`config.mk`:
```
export PLATFORM = sky130hd
export DESIGN_NAME = snoop_write_queue
export DESIGN_NICKNAME = d
export VERILOG_FILES = /design/src/rtl/snoop_write_queue.sv
export SDC_FILE = /design/constraint.sdc
export NUM_CORES = 1
export LEC_CHECK = 0
export CAP_MARGIN = 20
export CORE_MARGIN = 1
export CORE_UTILIZATION = 50
export CTS_CLUSTER_DIAMETER = 30
export CTS_CLUSTER_SIZE = 20
export DETAILED_ROUTE_END_ITERATION = 7
export HOLD_SLACK_MARGIN = 0.03
export PLACE_DENSITY = 0.74
export SETUP_SLACK_MARGIN = 0.02
export SLEW_MARGIN = 20
export SYNTH_ARGS = -nofsm -noshare
export SYNTH_HDL_FRONTEND = slang
export SYNTH_SLANG_ARGS = --single-unit
```
`constraint.sdc`:
```
create_clock -name pixClock -period 3 [get_ports pixClock]
set_clock_uncertainty 0.2 [all_clocks]
set_input_delay 0.45 -clock pixClock [delete_from_list [all_inputs] [get_ports pixClock]]
set_output_delay 0.45 -clock pixClock [all_outputs]
set_load 0.02 [all_outputs]
```
`src/rtl/snoop_write_queue.sv`:
```
// snoop_write_queue: captures 68000 writes into the frame-buffer window,
// queues them in a small FIFO and drains them byte-wise into VRAM during
// sequencer write slots. All state updates on the falling edge of pixClock.
module snoop_write_queue #(
  parameter int unsigned DEPTH     = 4,
  parameter logic [13:0] FB_OFFSET = 14'h1380,
  parameter int unsigned LAST_SLOT = 6
) (
  input  logic                     nReset,
  input  logic                     pixClock,
  input  logic [2:0]               seq,
  input  logic [22:0]              cpuAddr,
  input  logic [15:0]              cpuData,
  input  logic                     ncpuAS,
  input  logic                     ncpuUDS,
  input  logic                     ncpuLDS,
  input  logic                     cpuRnW,
  input  logic [2:0]               ramSize,
  output logic [14:0]              vramAddr,
  output logic [7:0]               vramDataOut,
  output logic                     nvramWE,
  output logic [$clog2(DEPTH):0]   fifoLevel,
  output logic                     overflow
);

  localparam int unsigned PTR_W = $clog2(DEPTH);
  localparam int unsigned LVL_W = PTR_W + 1;

  typedef struct packed {
    logic [13:0] wAddr;
    logic        hi;
    logic        lo;
    logic [15:0] data;
  } snoopEntryT;

  typedef enum logic {C_IDLE, C_WAIT} capStateT;
  typedef enum logic [1:0] {D_IDLE, D_LO, D_HI} drainStateT;

  capStateT   capState, capNext;
  drainStateT drainState, drainNext;

  snoopEntryT             mem [DEPTH];
  logic [PTR_W-1:0]       wrPtr, rdPtr;
  snoopEntryT             head, newEntry;

  logic        bufSel, cpuHit, push, accept, pop, notEmpty;
  logic        singleOk, dualOk;
  logic        weNext;
  logic [14:0] addrNext;
  logic [7:0]  dataNext;

  // Frame-buffer window decode and the entry a CPU write would produce
  always_comb begin
    bufSel = (cpuAddr[22:21] == 2'b00) && (cpuAddr[20:18] == ramSize) &&
             (cpuAddr[17:14] == 4'hF);
    cpuHit = !ncpuAS && bufSel && !cpuRnW && (!ncpuUDS || !ncpuLDS);
    newEntry.wAddr = cpuAddr[13:0] - FB_OFFSET;
    newEntry.hi    = !ncpuUDS;
    newEntry.lo    = !ncpuLDS;
    newEntry.data  = cpuData;
  end

  // Capture FSM: one push per CPU bus cycle
  always_comb begin
    capNext = capState;
    push    = 1'b0;
    unique case (capState)
      C_IDLE: if (cpuHit) begin
        push    = 1'b1;
        capNext = C_WAIT;
      end
      C_WAIT: if (ncpuUDS && ncpuLDS) capNext = C_IDLE;
      default: capNext = C_IDLE;
    endcase
  end

  // A full FIFO still accepts a write when the head leaves on the same edge
  always_comb begin
    accept = push && ((fifoLevel < LVL_W'(DEPTH)) || pop);
  end

  // Drain FSM: next state plus next values of the registered VRAM outputs
  always_comb begin
    head      = mem[rdPtr];
    notEmpty  = (fifoLevel != '0);
    singleOk  = 32'(seq) <= LAST_SLOT;
    dualOk    = (32'(seq) + 32'd1) <= LAST_SLOT;
    drainNext = drainState;
    pop       = 1'b0;
    weNext    = 1'b1;
    addrNext  = vramAddr;
    dataNext  = 8'h00;
    unique case (drainState)
      D_IDLE: begin
        if (notEmpty && ((head.hi && head.lo && dualOk) ||
                         (head.lo && !head.hi && singleOk))) begin
          drainNext = D_LO;
          weNext    = 1'b0;
          addrNext  = {head.wAddr, 1'b1};
          dataNext  = head.data[7:0];
        end else if (notEmpty && head.hi && !head.lo && singleOk) begin
          drainNext = D_HI;
          weNext    = 1'b0;
          addrNext  = {head.wAddr, 1'b0};
          dataNext  = head.data[15:8];
        end
      end
      D_LO: begin
        if (head.hi) begin
          drainNext = D_HI;
          weNext    = 1'b0;
          addrNext  = {head.wAddr, 1'b0};
          dataNext  = head.data[15:8];
        end else begin
          drainNext = D_IDLE;
          pop       = 1'b1;
        end
      end
      D_HI: begin
        drainNext = D_IDLE;
        pop       = 1'b1;
      end
      default: drainNext = D_IDLE;
    endcase
  end

  // State and VRAM output registers
  always_ff @(negedge pixClock or negedge nReset) begin
    if (!nReset) begin
      capState    <= C_IDLE;
      drainState  <= D_IDLE;
      nvramWE     <= 1'b1;
      vramAddr    <= '0;
      vramDataOut <= '0;
    end else begin
      capState    <= capNext;
      drainState  <= drainNext;
      nvramWE     <= weNext;
      vramAddr    <= addrNext;
      vramDataOut <= dataNext;
    end
  end

  // FIFO storage, pointers, level and sticky overflow
  always_ff @(negedge pixClock or negedge nReset) begin
    if (!nReset) begin
      mem       <= '{default: '0};
      wrPtr     <= '0;
      rdPtr     <= '0;
      fifoLevel <= '0;
      overflow  <= 1'b0;
    end else begin
      if (accept) begin
        mem[wrPtr] <= newEntry;
        wrPtr      <= wrPtr + PTR_W'(1);
      end
      if (pop) rdPtr <= rdPtr + PTR_W'(1);
      if (accept && !pop)      fifoLevel <= fifoLevel + LVL_W'(1);
      else if (!accept && pop) fifoLevel <= fifoLevel - LVL_W'(1);
      if (push && !accept) overflow <= 1'b1;
    end
  end

endmodule

```
==> impl_results.md <==
* Core area at 0.0151 mm^2
* H-Tree Depth at 4
* First element of the critical path: ramSize[0]
* CTS tree: built
* Post-route ant nets at 0
* Crit path DAT at 2.25 ns
* Synthesized Nets at 567
* Worst hold path depth at 2
* Crit path to: fifoLevel[2]
* Worst Hold Class: flop to flop
* #FFs+latches synth at 163
* Iter 0 DRT Violations at 251
* M1 GR Usage at 29.9%
* Fillers at 959
* Reg2reg start: drainState[1]
* Final #Nets at 751
* Setup slack after layout at -0.711 ns
* Rel. slew slack at 54.6%
* Met2 usage at 40.4%
* First drt pass iteration count at 4
* Routed wire per std cell at 20.5 um
* Total Routed Length at 18200 um
* GRT busiest layer: met2
* Largest net degree at the start of global routing at 47
* Antenna cells at 0
* Syn_area_per_cell at 15.4 um^2
* RSZ-0062 raised after global routing: true
* Overall Global Routing Usage at 23.3%
* Chip height at 127 um
* Yosys warnings at 0
* Vias in the first global route at 5260
* Via density at 5.54
* Crit start category: input pin
* Leak Pwr at 5.38 nW
* Worst Path Class, Setup: input pin to flop
* Clock sinks at 163
* Final setup viols at 187
* CP required at 1.53 ns
* Flop2flop setup slack at 0.16 ns
* Violated checks: setup timing
* GP Congestion at 0.755
* Reg2reg path depth at 11
* Grt total ovfl at 0
* # Max-Cap Violations at 0
* Async SR Flop Fraction at 100%
* Worst-Margin Slew at 0.682 ns
* Pwr/cell area at 531 mW/mm^2
* Share of post-route cells with drive strength above 1 at 57.7%
* Remaining DRCs at 0
* Root buf cell: clkbuf_16
* Area grow syn2layout at 39.0%
* TNS Setup at -74.19 ns
* Vias at 4914
* Design Area, Final at 0.0108 mm^2
* Part of the Yosys area used for sequential elements at 52.6%
* DIE AREA at 0.0160 mm^2
* Global-route wire length before repair at 28200 um
* Grt met3 use at 4.89%
* Io pins at 79
* Initial core utilization at 51.2%
* Max-slew violations at 0
* VDD IR max at 0.449 mV
* Syn Inst Count at 503
* Synth cell types at 47
* Rows at 45
* CTS clk-pin slew, worst paths at 0.05 ns
* Clock Latency Late Sink at 0.40 ns
* HPWL after DPL at 11000 um
* Clock buffer depth at 2
* Synth Flop Type: dfrtn_1
* Final hold viol count at 0
* Hold slack final at 0.236 ns
* Post-synthesis cell area at 0.00775 mm^2
* EDFF count, synth at 0
* Crit path capture type: flop
* Status: finished with violations
* Initial antenna violation count at 0
* Buffers on Ports at 78
* Num CTS Buffers at 17
* Die width at 127 um
* Post-DP Area at 0.00939 mm^2
* Critical R2R Capture: fifoLevel[2]
* CP max FO at 2
## critical path, cell delays in order
cell and delay (ns):
buf_8 0.10, xor2_4 0.18, nor4_4 0.33, nand2_2 0.12, a21oi_4 0.16, ha_4 0.15, inv_2 0.04, fa_2 0.33
xor2_1 0.15, nor2_1 0.14, xor2_1 0.10
## per-stage QoR
step	setup slack (ns)	util, %	std cells	power, mW
after floorplan	-1.28	-	503	3.00
after global placement	-1.40	62.0	810	3.39
after detailed placement	-1.44	62.0	810	3.41
after CTS	-0.724	68.1	867	5.68
after global routing	-0.757	71.1	887	5.96
final	-0.711	71.1	887	5.73
## power breakdown
part | switching [mW] | leakage [nW] | internal [mW]
logic | 0.631 | 2.84 | 0.528
registers | 0.0523 | 2.26 | 2.26
clock network | 0.932 | 0.286 | 1.32
total | 1.61 | 5.38 | 4.11
## cells by family after synthesis
| family | Yosys count | synth area share (%) |
|---|---|---|
| simple gates | 56 | 4.46 |
| xor+xnor | 15 | 1.70 |
| compound gates | 51 | 4.52 |
| mux | 156 | 31.2 |
| flops | 163 | 52.6 |
| buf+inv | 49 | 3.29 |
| fa+ha+maj | 13 | 2.20 |
## synth_stat cells, types with 5 or more instances
| cell | instances | area (um^2) |
|---|---|---|
| mux2_1 | 9 | 101 |
| mux2_4 | 80 | 1200 |
| clkbuf_1 | 11 | 41.3 |
| xnor2_1 | 8 | 70.1 |
| inv_1 | 25 | 93.8 |
| xor2_1 | 7 | 61.3 |
| nand2_1 | 30 | 113 |
| o21ai_0 | 25 | 125 |
| mux4_2 | 32 | 721 |
| ha_1 | 12 | 150 |
| nor2_1 | 5 | 18.8 |
| o22ai_1 | 8 | 50.1 |
| buf_6 | 9 | 101 |
| mux2_2 | 35 | 394 |
| dfrtn_1 | 162 | 4050 |
## sequential cells by signal, summed over array words and instances (netlist names)
signal / count
drainState: 2
vramAddr: 15
fifoLevel: 3
wrPtr: 2
nvramWE: 1
capState: 1
overflow: 1
rdPtr: 2
mem: 128
vramDataOut: 8
## how the worst min path moves through the flow
stage	to	slack [ns]	startpoint
after floorplan	capState	0.20	capState
after global routing	mem[66]	0.26	mem[66]
after detailed placement	capState	0.24	capState
final	mem[80]	0.24	mem[80]
after global placement	capState	0.22	capState
after CTS	mem[113]	0.24	mem[113]
## what timing repair did
item                                    4_1_cts  5_1_grt
endpoints found under the setup margin      189      188
buffers inserted                             35       27
cloned                                        1        2
hold buffers                                  0        0
resized for setup                           256       75
pin swaps                                    19       12
## layout make-up
class / count / area [um^2] / share of cell area [%]
clock buffers: 17 / 425 / 3.95
flip-flops and latches: 163 / 4080 / 37.9
inverters: 24 / 92.6 / 0.859
clock inverters: 15 / 180 / 1.67
multi-input cells: 291 / 3770 / 35.0
repair buffers: 189 / 1990 / 18.5
well taps: 188 / 235 / 2.18
## metal layers
metal / part of all wire (%) / wire, um / vias to the layer above
li1: - / - / 2185
met1: 42 / 7580 / 2576
met2: 53 / 9570 / 133
met3: 4.3 / 783 / 20
met4: 1.2 / 223 / 0
met5: 0 / 0 / -
## placed cells by master (no fill, tap or decap), types with 5 or more instances in the layout
cell | netlist | final
ha_1 | 12 | 9
mux2_4 | 80 | 96
buf_12 | 0 | 16
nand2_4 | 0 | 6
dfrtn_1 | 162 | 162
o22ai_1 | 8 | 6
inv_1 | 25 | 23
mux4_2 | 32 | 32
buf_4 | 0 | 70
clkbuf_16 | 0 | 20
xnor2_1 | 8 | 6
o21ai_1 | 2 | 10
buf_8 | 0 | 7
clkdlybuf4s50_1 | 0 | 30
mux2_2 | 35 | 28
o21ai_2 | 1 | 14
nand2_2 | 0 | 12
buf_6 | 9 | 52
nor2_1 | 5 | 5
nand2_1 | 30 | 12
(Power assumes the default switching activity.)
